## src/rtl/pipelined_control_unit.sv

```systemverilog
// ID-stage decode and ID/EX control register for the 5-stage MIPS pipeline,
// with a destination history that drives load-use stalls and JR forwarding.
module pipelined_control_unit #(
  parameter int ALUOP_W   = 4,
  parameter int FWD_DEPTH = 2,
  parameter int RA_W      = 5
) (
  input  logic               clk,
  input  logic               reset_n,
  input  logic               instr_valid,
  input  logic [5:0]         opcode,
  input  logic [5:0]         funct,
  input  logic [RA_W-1:0]    rs,
  input  logic [RA_W-1:0]    rt,
  input  logic [RA_W-1:0]    rd,
  input  logic               flush,
  output logic               stall,
  output logic [2:0]         jr_fwd_sel,
  output logic               ex_reg_write,
  output logic               ex_mem_to_reg,
  output logic               ex_mem_read,
  output logic               ex_mem_write,
  output logic               ex_branch,
  output logic               ex_reg_dst,
  output logic               ex_alu_src,
  output logic [ALUOP_W-1:0] ex_alu_op,
  output logic [1:0]         ex_jump,
  output logic [RA_W-1:0]    ex_dest,
  output logic               illegal
);

  logic       legal, is_jr, rs_used, rt_used;
  logic       d_reg_write, d_mem_to_reg, d_mem_read, d_mem_write;
  logic       d_branch, d_reg_dst, d_alu_src;
  logic [3:0] d_alu_op;

  always_comb begin
    legal = 1'b0; is_jr = 1'b0; rs_used = 1'b0; rt_used = 1'b0;
    d_reg_write = 1'b0; d_mem_to_reg = 1'b0; d_mem_read = 1'b0;
    d_mem_write = 1'b0; d_branch = 1'b0; d_reg_dst = 1'b0;
    d_alu_src = 1'b0; d_alu_op = 4'b0000;
    case (opcode)
      6'b000000: begin
        legal = 1'b1; d_reg_write = 1'b1; rs_used = 1'b1; rt_used = 1'b1;
        case (funct)
          6'b100000: d_alu_op = 4'b0001;
          6'b100001: d_alu_op = 4'b1010;
          6'b100010: d_alu_op = 4'b0010;
          6'b100011: d_alu_op = 4'b1011;
          6'b100100: d_alu_op = 4'b0011;
          6'b100101: d_alu_op = 4'b0100;
          6'b100111: d_alu_op = 4'b0101;
          6'b101010: d_alu_op = 4'b0110;
          6'b000000: begin d_alu_op = 4'b0111; rs_used = 1'b0; end
          6'b000010: begin d_alu_op = 4'b1000; rs_used = 1'b0; end
          6'b000011: begin d_alu_op = 4'b1001; rs_used = 1'b0; end
          6'b001000: begin is_jr = 1'b1; d_reg_write = 1'b0; rt_used = 1'b0; end
          default: begin
            legal = 1'b0; d_reg_write = 1'b0; rs_used = 1'b0; rt_used = 1'b0;
          end
        endcase
      end
      6'b001100: begin legal = 1'b1; d_alu_op = 4'b0011; end
      6'b001101: begin legal = 1'b1; d_alu_op = 4'b0100; end
      6'b001010: begin legal = 1'b1; d_alu_op = 4'b0110; end
      6'b001000: begin legal = 1'b1; d_alu_op = 4'b0001; end
      6'b001001: begin legal = 1'b1; d_alu_op = 4'b1010; end
      6'b001111: begin legal = 1'b1; d_alu_op = 4'b1111; end
      6'b000100: begin legal = 1'b1; d_branch = 1'b1; d_alu_op = 4'b0010; rt_used = 1'b1; end
      6'b000101: begin legal = 1'b1; d_branch = 1'b1; d_alu_op = 4'b1110; rt_used = 1'b1; end
      6'b000111: begin legal = 1'b1; d_branch = 1'b1; d_alu_op = 4'b1100; end
      6'b000001: begin legal = 1'b1; d_branch = 1'b1; d_alu_op = 4'b1101; end
      6'b100011: begin
        legal = 1'b1; d_alu_op = 4'b0001; d_mem_read = 1'b1; d_mem_to_reg = 1'b1;
      end
      6'b101011: begin
        legal = 1'b1; d_alu_op = 4'b0001; d_alu_src = 1'b1; d_mem_write = 1'b1; rt_used = 1'b1;
      end
      default: legal = 1'b0;
    endcase
    // I-type ALU ops and lw share ALUSrc/RegWrite/RegDst and all use rs.
    if (legal && opcode != 6'b000000 && !d_branch && !d_mem_write) begin
      d_alu_src = 1'b1; d_reg_write = 1'b1; d_reg_dst = 1'b1;
    end
    if (legal && opcode != 6'b000000) rs_used = 1'b1;
  end

  logic [RA_W-1:0] d_dest;
  logic            rw_eff, load_use, issue;
  logic [FWD_DEPTH-1:0] h_valid, h_load;
  logic [RA_W-1:0]      h_dest [FWD_DEPTH];

  assign d_dest   = d_reg_dst ? rt : rd;
  assign rw_eff   = d_reg_write && (d_dest != '0);
  assign load_use = instr_valid && legal && h_valid[0] && h_load[0] &&
                    ((rs_used && rs != '0 && rs == h_dest[0]) ||
                     (rt_used && rt != '0 && rt == h_dest[0]));
  assign stall    = reset_n && !flush && load_use;
  assign issue    = instr_valid && legal && !flush && !load_use;

  // Descending scan so the nearest matching stage wins.
  always_comb begin
    jr_fwd_sel = 3'd0;
    if (reset_n && instr_valid && is_jr && rs != '0 && !load_use) begin
      for (int k = FWD_DEPTH - 1; k >= 0; k--) begin
        if (h_valid[k] && h_dest[k] == rs) jr_fwd_sel = 3'(k + 1);
      end
    end
  end

  always_ff @(posedge clk or negedge reset_n) begin
    if (!reset_n) begin
      ex_reg_write <= 1'b0; ex_mem_to_reg <= 1'b0; ex_mem_read <= 1'b0;
      ex_mem_write <= 1'b0; ex_branch <= 1'b0; ex_reg_dst <= 1'b0;
      ex_alu_src <= 1'b0; ex_alu_op <= '0; ex_jump <= 2'b00; ex_dest <= '0;
      illegal <= 1'b0;
      h_valid <= '0; h_load <= '0;
      for (int k = 0; k < FWD_DEPTH; k++) h_dest[k] <= '0;
    end else begin
      ex_reg_write  <= issue && rw_eff;
      ex_mem_to_reg <= issue && d_mem_to_reg;
      ex_mem_read   <= issue && d_mem_read;
      ex_mem_write  <= issue && d_mem_write;
      ex_branch     <= issue && d_branch;
      ex_reg_dst    <= issue && d_reg_dst;
      ex_alu_src    <= issue && d_alu_src;
      ex_alu_op     <= issue ? ALUOP_W'(d_alu_op) : '0;
      ex_jump       <= (issue && is_jr) ? 2'b01 : 2'b00;
      ex_dest       <= issue ? d_dest : '0;
      illegal       <= instr_valid && !flush && !legal;
      h_valid[0]    <= issue && rw_eff;
      h_load[0]     <= issue && d_mem_read;
      h_dest[0]     <= issue ? d_dest : '0;
      for (int k = 1; k < FWD_DEPTH; k++) begin
        h_valid[k] <= h_valid[k-1];
        h_load[k]  <= h_load[k-1];
        h_dest[k]  <= h_dest[k-1];
      end
    end
  end

endmodule

```

## config.mk

```make
export PLATFORM = sky130hd
export DESIGN_NAME = pipelined_control_unit
export DESIGN_NICKNAME = d
export VERILOG_FILES = /design/src/rtl/pipelined_control_unit.sv
export SDC_FILE = /design/constraint.sdc
export NUM_CORES = 1
export LEC_CHECK = 0
export BUFFER_PORTS_ARGS = -buffer_cell sky130_fd_sc_hd__buf_2
export CORE_MARGIN = 1
export CORE_UTILIZATION = 45
export CTS_CLUSTER_DIAMETER = 100
export DETAILED_ROUTE_END_ITERATION = 7
export PLACE_DENSITY = 0.81
export SYNTH_ARGS = -nofsm -noshare
export SYNTH_HDL_FRONTEND = slang
export SYNTH_SLANG_ARGS = --single-unit
export TNS_END_PERCENT = 50
```

## constraint.sdc

```tcl
create_clock -name clk -period 2 [get_ports clk]
set_input_delay 0.1 -clock clk [delete_from_list [all_inputs] [get_ports clk]]
set_output_delay 0.1 -clock clk [all_outputs]
set_load 0.01 [all_outputs]
```

==> run metrics <==
status complete, but fails checks; failing checks setup timing; worst hold path stage count 2; CTS Root Cell clkbuf_4; largest cells by area after synthesis dfrtp_1 (35%), xor2_1 (4.8%), nor3_1 (4.2%); area leader, netlist dfrtp_1; drt drc 0; commonest cells after routing, fill and taps aside buf_2 (51), dfrtp_1 (23), buf_4 (16), nand2_1 (13); Worst-Skew Late Latency 300 ps; final worst-path setup slack -237.5 ps; clk buf depth 2; Overflow after GRT 0; CP Launch Type flop; Avg Cell Area, Syn 8.609 um^2; CP max FO 3; Crit. End Element output port; final number of max-transition violations 0; most common cell after layout, fill and taps aside buf_2; Ant. Diodes 0; final core occ 0.6260; CP Class flop to output port; die area 0.003919 mm^2; starting density of the core 0.4839; post-synthesis cell area 0.001653 mm^2; share of cells above drive strength 1 0.3644; Fin Setup TNS -1677 ps; H-Tree Depth 1; clock slew at reported path FFs 120 ps; WP data arrival 2140 ps; DR pass1 iterations 5; via count of the first global-routing pass 1466; clk sinks 23; core area 0.003416 mm^2; Slew @ Worst Pin 760.0 ps; Clock Skew 5.346 ps; Power Density 425.5 mW/mm^2; placer congestion estimate 0.8699; Via density 5.526; Yosys top cell area share 0.3482; Rel. slew slack 0.4802; Final Non-Filler Cells 293; Seq/Total Area, Yosys 0.3482; maxcap violations 0; fin nets 279; most used flip-flop cell after synthesis dfrtp_1; fmax 446.9 MHz; Tot GR Track Use 0.2052; die width 62.61 um; flops & latches, synth 23; fin crit period 2237 ps; Die H 62.61 um; synth-to-layout area growth 29.37%; final setup fails 18; detailed-route via count 1619; Final Hold Fails 0; site row count 21; number of cells after detailed placement 284; Worst Reg-to-Reg Cells 9; final WL 4276 um; class of the worst hold path input pin to flop; Final Cycle Share 1.119; pre-CTS WS -2.829 ps; CTS tree yes; RSZ-0062 raised after global routing true; initial antenna violation count 0; Starting DRT DRC Count 80; I/O pin count 54; DP HPWL 3078 um; count of cell types in the netlist 47; EDFF count, synth 0; antenna viol nets, final 0; Worst EP required 1900 ps; Peak VDD IR 286.4 uV; first-pass GRT wire length 6541 um; routed len/inst 14.59 um; largest net degree at the start of global routing 25; I/O Buffers 51; Num CTS Buffers 3; Post-Syn Instances 192; Pleak 0.001029 uW; share of flip-flops with an asynchronous set or reset 1.000; Ys Warns 0
sequential cells by signal, summed over array words and instances (netlist names):
signal and cells:
illegal 1, h_load 1, ex_branch 1, h_dest 10, ex_reg_dst 1, ex_mem_write 1, ex_alu_op 4, ex_alu_src 1
ex_jump 1, h_valid 2
Yosys cell counts, types with 2 or more instances:
cell      count
nand2b_1      2
nand4_1       2
a211o_1       2
or4_1         4
nor4_1        7
nor2b_1       2
nand3_1       6
nor3_1       14
nand3b_1      3
buf_4         8
a31oi_1       2
clkbuf_1     10
xnor2_1       8
dfrtp_1      23
o21ai_0       7
nor2_1       11
or2_2         2
nand2_1      13
a21oi_1      11
buf_2         3
a21boi_0      2
mux2_2        2
inv_1         4
nor3b_1       9
xor2_1        9
mux2i_1       5
per-stage QoR:
step	hold slack [ps]	total power (uW)	cell area, um^2
floorplan	-195.6	609.6	1657
global placement	120.7	690.5	1966
detailed placement	122.3	694.9	1966
CTS	78.63	896.9	2022
global route	86.19	955.0	2138
finish	91.43	909.9	2138
cell families (layout without fill, tap and decap cells):
family          Yosys count  after routing  synth area share
compound gates           38             38            0.1613
buf+inv                  26             80           0.08403
mux                       7              7           0.04391
simple gates             80             80            0.2703
flops                    23             23            0.3482
xor+xnor                 17             17           0.09009
other cells               1              2          0.002269
cell type report:
cell class,instances,area (um^2)
timing repair buffer,72,437.9
multi-input combinational,144,1026
clock buffer,4,26.28
tap,46,57.56
inverter,4,15.01
fill,274,1277
sequential,23,575.6
final timing paths:
kind | start | endpoint | slack (ps)
max reg2reg | h_dest[7] | ex_alu_op[3] | -110
min | opcode[4] | ex_alu_src | 90
min in group asynchronous | reset_n | h_valid[1] | 320
max | h_dest[7] | stall | -240
max in group asynchronous | reset_n | h_dest[6] | 1460
min reg2reg | h_valid[0] | h_valid[1] | 460
where the power goes:
group,switching (uW),internal (uW)
logic,131,98.6
clock network,128,77.6
registers,3.56,471
total,262,647
per-layer routing:
layer  routed length, um  vias up  global-route usage
met2                2056       65              0.3492
met4                  78        0             0.04070
li1                    -      795                   -
met3                 243        6             0.01825
met1                1898      753              0.2834
met5                   0        -                   0
worst max-delay path, stage by stage, from the launching register on:
cell	delay [ps]
dfrtp_1	430
xor2_1	160
nor3_2	240
nand3_1	130
a211o_1	280
a221oi_4	300
and3b_1	190
buf_2	120
repair_timing:
item,CTS,global route
cloned,0,1
pin swaps,5,6
hold buffers,1,0
hold endpoints to repair,23,0
setup buffers,1,2
endpoints found under the setup margin,2,19
resized for setup,2,19
Power figures use the tool's default switching activity.
